## config.mk

```make
export PLATFORM = sky130hd
export DESIGN_NAME = reaction_ctrl
export DESIGN_NICKNAME = d
export VERILOG_FILES = /design/src/rtl/reaction_ctrl.sv
export SDC_FILE = /design/constraint.sdc
export NUM_CORES = 1
export LEC_CHECK = 0
export ABC_AREA = 1
export BUFFER_PORTS_ARGS = -buffer_cell sky130_fd_sc_hd__buf_2
export CAP_MARGIN = 20
export CORE_AREA = 2 2 104 106
export DETAILED_ROUTE_END_ITERATION = 16
export DIE_AREA = 0 0 106 108
export PLACE_DENSITY = 0.61
export SLEW_MARGIN = 40
export SYNTH_ARGS = -nofsm -noshare
export SYNTH_HDL_FRONTEND = slang
export SYNTH_SLANG_ARGS = --single-unit
```

## constraint.sdc

```tcl
create_clock -name clk -period 2.1 [get_ports clk]
set_input_delay 0.315 -clock clk [delete_from_list [all_inputs] [get_ports clk]]
set_output_delay 0.315 -clock clk [all_outputs]
set_load 0.1 [all_outputs]
```

## src/rtl/reaction_ctrl.sv

```systemverilog
// Reaction-tester sequencing controller: arms on start, waits a random
// fore-period, lights the LED, then times the button press in milliseconds.
module reaction_ctrl #(
  parameter int TICK_DIV     = 100000,
  parameter int MIN_DELAY_MS = 1000,
  parameter int TIMEOUT_MS   = 9999
) (
  input  logic        clk,
  input  logic        rstn,
  input  logic        start,
  input  logic        btn,
  input  logic [9:0]  rand_num,
  output logic        led,
  output logic        busy,
  output logic        done,
  output logic        early,
  output logic        timeout,
  output logic [13:0] result_ms
);

  localparam int               PRE_W     = (TICK_DIV > 1) ? $clog2(TICK_DIV) : 1;
  localparam logic [PRE_W-1:0] PRE_LAST  = PRE_W'(TICK_DIV - 1);
  localparam logic [PRE_W-1:0] PRE_ONE   = PRE_W'(1);
  localparam logic [13:0]      TOUT_LAST = 14'(TIMEOUT_MS - 1);
  localparam logic [13:0]      TOUT_VAL  = 14'(TIMEOUT_MS);
  localparam logic [10:0]      MIN_DLY   = 11'(MIN_DELAY_MS);

  typedef enum logic [2:0] {
    S_IDLE,
    S_ARM,
    S_WAIT,
    S_GO,
    S_RESULT
  } state_t;

  state_t           state;
  state_t           state_nxt;

  logic             btn_q;
  logic [PRE_W-1:0] pre;
  logic [13:0]      ms_cnt;
  logic [10:0]      delay_ms;

  logic             press;
  logic             tick;
  logic             expire;
  logic             gone_out;

  // one-cycle decisions produced by the next-state logic
  logic             enter_cnt;
  logic             latch_delay;
  logic             clr_flags;
  logic             end_early;
  logic             end_hit;
  logic             end_tout;

  // Fore-period in ms: fixed minimum plus the sampled LFSR value (max 2023).
  function automatic logic [10:0] fore_period(input logic [9:0] r);
    return MIN_DLY + {1'b0, r};
  endfunction

  assign press    = btn & ~btn_q;
  assign tick     = (pre == PRE_LAST);
  assign expire   = tick && (ms_cnt == ({3'b000, delay_ms} - 14'd1));
  assign gone_out = tick && (ms_cnt == TOUT_LAST);

  // State register; reset aborts any trial in progress.
  always_ff @(posedge clk or negedge rstn) begin
    if (!rstn) begin
      state <= S_IDLE;
    end else begin
      state <= state_nxt;
    end
  end

  // Next-state and per-cycle control decisions; a press always beats a tick.
  always_comb begin
    state_nxt   = state;
    enter_cnt   = 1'b0;
    latch_delay = 1'b0;
    clr_flags   = 1'b0;
    end_early   = 1'b0;
    end_hit     = 1'b0;
    end_tout    = 1'b0;
    case (state)
      S_IDLE, S_RESULT: begin
        if (start) begin
          state_nxt = S_ARM;
          clr_flags = 1'b1;
        end
      end
      S_ARM: begin
        if (!btn) begin
          latch_delay = 1'b1;
          enter_cnt   = 1'b1;
          state_nxt   = S_WAIT;
        end
      end
      S_WAIT: begin
        if (press) begin
          end_early = 1'b1;
          state_nxt = S_RESULT;
        end else if (expire) begin
          enter_cnt = 1'b1;
          state_nxt = S_GO;
        end
      end
      S_GO: begin
        if (press) begin
          end_hit   = 1'b1;
          state_nxt = S_RESULT;
        end else if (gone_out) begin
          end_tout  = 1'b1;
          state_nxt = S_RESULT;
        end
      end
      default: begin
        state_nxt = S_IDLE;
      end
    endcase
  end

  // Button history for edge detection; starts high so a held button is no press.
  always_ff @(posedge clk or negedge rstn) begin
    if (!rstn) begin
      btn_q <= 1'b1;
    end else begin
      btn_q <= btn;
    end
  end

  // Millisecond prescaler and counter, restarted on entry to WAIT and GO.
  always_ff @(posedge clk or negedge rstn) begin
    if (!rstn) begin
      pre    <= '0;
      ms_cnt <= '0;
    end else if (enter_cnt) begin
      pre    <= '0;
      ms_cnt <= '0;
    end else if (state == S_WAIT || state == S_GO) begin
      if (tick) begin
        pre    <= '0;
        ms_cnt <= ms_cnt + 14'd1;
      end else begin
        pre    <= pre + PRE_ONE;
      end
    end
  end

  // Fore-period latch; rand_num is sampled only in the ARM cycle that leaves ARM.
  always_ff @(posedge clk or negedge rstn) begin
    if (!rstn) begin
      delay_ms <= '0;
    end else if (latch_delay) begin
      delay_ms <= fore_period(rand_num);
    end
  end

  // Registered outputs, all derived from the decision made this cycle.
  always_ff @(posedge clk or negedge rstn) begin
    if (!rstn) begin
      led       <= 1'b0;
      busy      <= 1'b0;
      done      <= 1'b0;
      early     <= 1'b0;
      timeout   <= 1'b0;
      result_ms <= '0;
    end else begin
      led  <= (state_nxt == S_GO);
      busy <= (state_nxt == S_ARM) || (state_nxt == S_WAIT) || (state_nxt == S_GO);
      done <= end_early | end_hit | end_tout;
      if (clr_flags) begin
        early   <= 1'b0;
        timeout <= 1'b0;
      end
      if (end_early) begin
        early <= 1'b1;
      end
      if (end_tout) begin
        timeout   <= 1'b1;
        result_ms <= TOUT_VAL;
      end
      if (end_hit) begin
        result_ms <= ms_cnt;
      end
    end
  end

endmodule
```

==> results.json <==
{
  "worst_ir_drop_vdd_mv": 0.907,
  "rsz_0062_raised_after_global_routing": "true",
  "least_setup_slack_across_all_paths_after_layout_ns": 0.0213,
  "worst-slew-pin-transition_ns": 0.492,
  "power.internal_w": 0.00273,
  "seq_power_share_pct": 33.0,
  "grt_overflow_total": 0,
  "final-setup-viol-count": 0,
  "viasPerCell": 5.13,
  "crit-reg2reg-launch": "delay_ms[2]$_DFFE_PN0P_",
  "fin_nets": 614,
  "first_global_vias": 3630,
  "synth.yosys.seq_area_share_pct": 40.4,
  "ys_ff_latch": 65,
  "syn_inst": 542,
  "clk_path_buf_depth": 2,
  "ioPinCount": 33,
  "floorplan.initialDensity_pct": 39.4,
  "worst_path_cell_chain": "inv_1 -> nand2_1 -> nor2_2 -> nand2_1 -> nand2_1 -> nand2_1 -> nor2_2 -> nand2_1 -> nor2_1 -> nand3_1 -> nand2_2 -> nand2_8 -> clkbuf_16 -> o211ai_1 -> nand2_1",
  "netlist_top_cells_count": "130 x sky130_fd_sc_hd__nand2_1, 71 x sky130_fd_sc_hd__inv_1, 64 x sky130_fd_sc_hd__dfrtp_1",
  "critPathArrivalTime_ns": 2.32,
  "synth_edf_count": 0,
  "cts_tree": "yes",
  "clk_latency_ns": 0.35,
  "clockPowerShare_pct": 18.4,
  "post_detailed_route_wirelength_per_cell_um": 14.4,
  "timing.reg2reg.worst_path_depth": 15,
  "detailedRoute.firstPassIterationCount": 4,
  "final_cell_area_um2": 4860,
  "postPlaceCellArea_um2": 4490,
  "area.growth.synth_to_final_pct": 20.6,
  "pre_cts_ws_ns": -0.0649,
  "tritoncts_num_sinks": 65,
  "total_cts_buffers": 9,
  "route.final.wire_length_um": 10600,
  "yosys_most_used_dff": "sky130_fd_sc_hd__dfrtp_1",
  "worst_hold_path_cell_count": 1,
  "synth-async-reset-ratio_pct": 100,
  "wire_length_of_the_first_global_routing_pass_um": 17500,
  "track_usage_pct": 19.4,
  "cts.reportedPaths.clkPinSlew_ns": 0.07,
  "maxCapViolations": 0,
  "yosysMostFrequentCell": "sky130_fd_sc_hd__nand2_1",
  "antennaDiodeCount": 0,
  "die-area_um2": 11400,
  "die_height_um": 108,
  "cp.required_ns": 2.34,
  "period_minus_slack_ns": 2.08,
  "fmaxAchievable_mhz": 481,
  "antenna_found_initial": 0,
  "final_hold_viols": 0,
  "critical_path_peak_fanout": 14,
  "netlist.top_cell.by_area": "sky130_fd_sc_hd__dfrtp_1",
  "post_synth_num_cell_types": 32,
  "mean_post_synth_cell_area_um2": 7.43,
  "timing_max_transition_violations_final": 0,
  "switchingPower_w": 0.00261,
  "yosys_warnings": 0,
  "max_slew_margin_pct": 67.4,
  "rows": 37,
  "place_congestion": 0.876,
  "critical-path-slowest-cell": "sky130_fd_sc_hd__dfrtp_1",
  "floorplan.core_area_um2": 10200,
  "die_w_um": 106,
  "place_hpwl_um": 7600,
  "power.switching_fraction_pct": 48.8,
  "holdWs_ns": 0.0954,
  "pwr_density_cell_nw_per_um2": 1100,
  "critical-path-top-cell-by-count": "sky130_fd_sc_hd__nand2_1",
  "clock_tree.htree_level_count": 3,
  "worst_hold_launch": "btn",
  "combinationalPowerShare_pct": 48.6,
  "first_drt_iteration_drcs": 269,
  "grt_max_degree": 49,
  "synth.cell_area_um2": 4030,
  "report.power.total_w": 0.00534,
  "count_of_antenna_violating_nets_left_after_detailed_routing": 0,
  "hold_path_class": "in -> reg",
  "cp-end-kind": "register",
  "io_port_bufs": 32,
  "status": "completed",
  "mappedNetlistNets": 561,
  "cts.root.buffer_cell": "sky130_fd_sc_hd__clkbuf_8",
  "final.setup.tns_ns": 0,
  "drt_drc_violations_left": 0,
  "synth_top_area_share_pct": 39.8,
  "post-route-period-util_pct": 99.0,
  "cp_launch_type": "register",
  "setup_skew_after_layout_ns": 0.00576,
  "power.leakage_nw": 2.44,
  "criticalPathCategory": "reg -> reg",
  "crit_path_max_incr_delay_ns": 0.43,
  "via_count_of_the_routed_design": 3778,
  "ys_top_cells_by_area": "sky130_fd_sc_hd__dfrtp_1 40%, sky130_fd_sc_hd__nand2_1 12%, sky130_fd_sc_hd__inv_1 6.6%",
  "post_route_cells_drive_above_1_share_pct": 18.0,
  "timing.critical_path.from": "delay_ms[2]$_DFFE_PN0P_"
}
-- final timing paths --
check | slack (ns) | to
setup / recovery | 0.02 | ms_cnt[5]$_DFFE_PN0P_
hold / removal | 0.1 | btn_q$_DFF_PN1_
setup reg to reg | 0.02 | ms_cnt[5]$_DFFE_PN0P_
hold reg to reg | 0.48 | result_ms[11]$_DFFE_PN0P_
max in group asynchronous | 0.98 | btn_q$_DFF_PN1_
min in group asynchronous | 0.46 | ms_cnt[12]$_DFFE_PN0P_
-- layout by cell type, fill, tap and decap left out, types with 2 or more instances in the layout --
cell type                      n
sky130_fd_sc_hd__clkbuf_16     3
sky130_fd_sc_hd__xnor2_1       7
sky130_fd_sc_hd__nor3_1        9
sky130_fd_sc_hd__buf_12        3
sky130_fd_sc_hd__dfrtp_2       2
sky130_fd_sc_hd__inv_1        68
sky130_fd_sc_hd__clkbuf_8     11
sky130_fd_sc_hd__inv_2         5
sky130_fd_sc_hd__o21ai_0      21
sky130_fd_sc_hd__o21ai_1      10
sky130_fd_sc_hd__nor2_4        5
sky130_fd_sc_hd__a21oi_1       3
sky130_fd_sc_hd__nand4_1      29
sky130_fd_sc_hd__clkinv_1      2
sky130_fd_sc_hd__nand2_1     128
sky130_fd_sc_hd__buf_4        25
sky130_fd_sc_hd__clkinvlp_4    2
sky130_fd_sc_hd__o22a_1        8
sky130_fd_sc_hd__dfrtp_1      62
sky130_fd_sc_hd__nand3_1      42
sky130_fd_sc_hd__buf_2        32
sky130_fd_sc_hd__nor4_1        5
sky130_fd_sc_hd__nand3b_1      8
sky130_fd_sc_hd__clkinv_2      3
sky130_fd_sc_hd__nand2_2       3
sky130_fd_sc_hd__xor2_1       29
sky130_fd_sc_hd__o211ai_1     14
sky130_fd_sc_hd__nor2_2        6
sky130_fd_sc_hd__ha_1          4
sky130_fd_sc_hd__nor2_1       39
-- registers in the layout (all words and copies together) (netlist names) --
name / flops
timeout: 1
btn_q: 1
done: 1
busy: 1
early: 1
result_ms: 14
led: 1
pre: 17
ms_cnt: 14
state: 3
delay_ms: 11
-- routing by layer --
layer,vias up,global-route usage [%],wire length (um)
li1,1878,-,-
met1,1783,25.5,4900
met2,106,31.9,4960
met3,11,5.06,634
met4,0,4.89,135
met5,-,0,0
-- metrics by stage --
| stage | cells | util, % |
|---|---|---|
| after global routing | 736 | 47.5 |
| after global placement | 716 | 43.9 |
| final | 736 | 47.5 |
| after detailed placement | 716 | 43.9 |
| after floorplan | 542 | - |
| after CTS | 733 | 45.9 |
-- cell families after synthesis --
| group | synth area share (%) |
|---|---|
| compound gates | 8.79 |
| xor+xnor | 7.83 |
| fa+ha+maj | 1.55 |
| buf+inv | 9.97 |
| flops | 40.4 |
| simple gates | 31.4 |
-- area by class of cell --
cell class | count | area (um2)
clock inverters | 5 | 30.0
flip-flops and latches | 65 | 1630
fillers | 1041 | 5370
repair buffers | 65 | 504
multi-input cells | 379 | 2090
clock buffers | 11 | 151
inverters | 75 | 282
well taps | 136 | 170
-- timing repair --
item	4_1_cts	5_1_grt
setup endpoints to repair	26	37
hold endpoints to repair	17	0
setup buffers	0	0
gates resized for setup	2	28
hold buffers	1	0
gates cloned	0	3
pin swaps	1	11
-- power groups by stage --
stage          Combinational (W)  Sequential [W]  Clock (W)
6_report                 0.00259         0.00176   0.000981
5_1_grt                  0.00283         0.00180    0.00107
4_1_cts                  0.00242         0.00173    0.00102
3_5_place_dp             0.00239         0.00175          0
3_3_place_gp             0.00237         0.00174          0
2_1_floorplan            0.00107         0.00243          0
-- critical path: cells and delay by family (launching register included) --
kind            cells  cell delay (ns)
simple gates       12             1.08
flops               1             0.43
buf+inv             2             0.36
compound gates      1             0.08
Note: power is estimated with default switching activity, not from simulation.
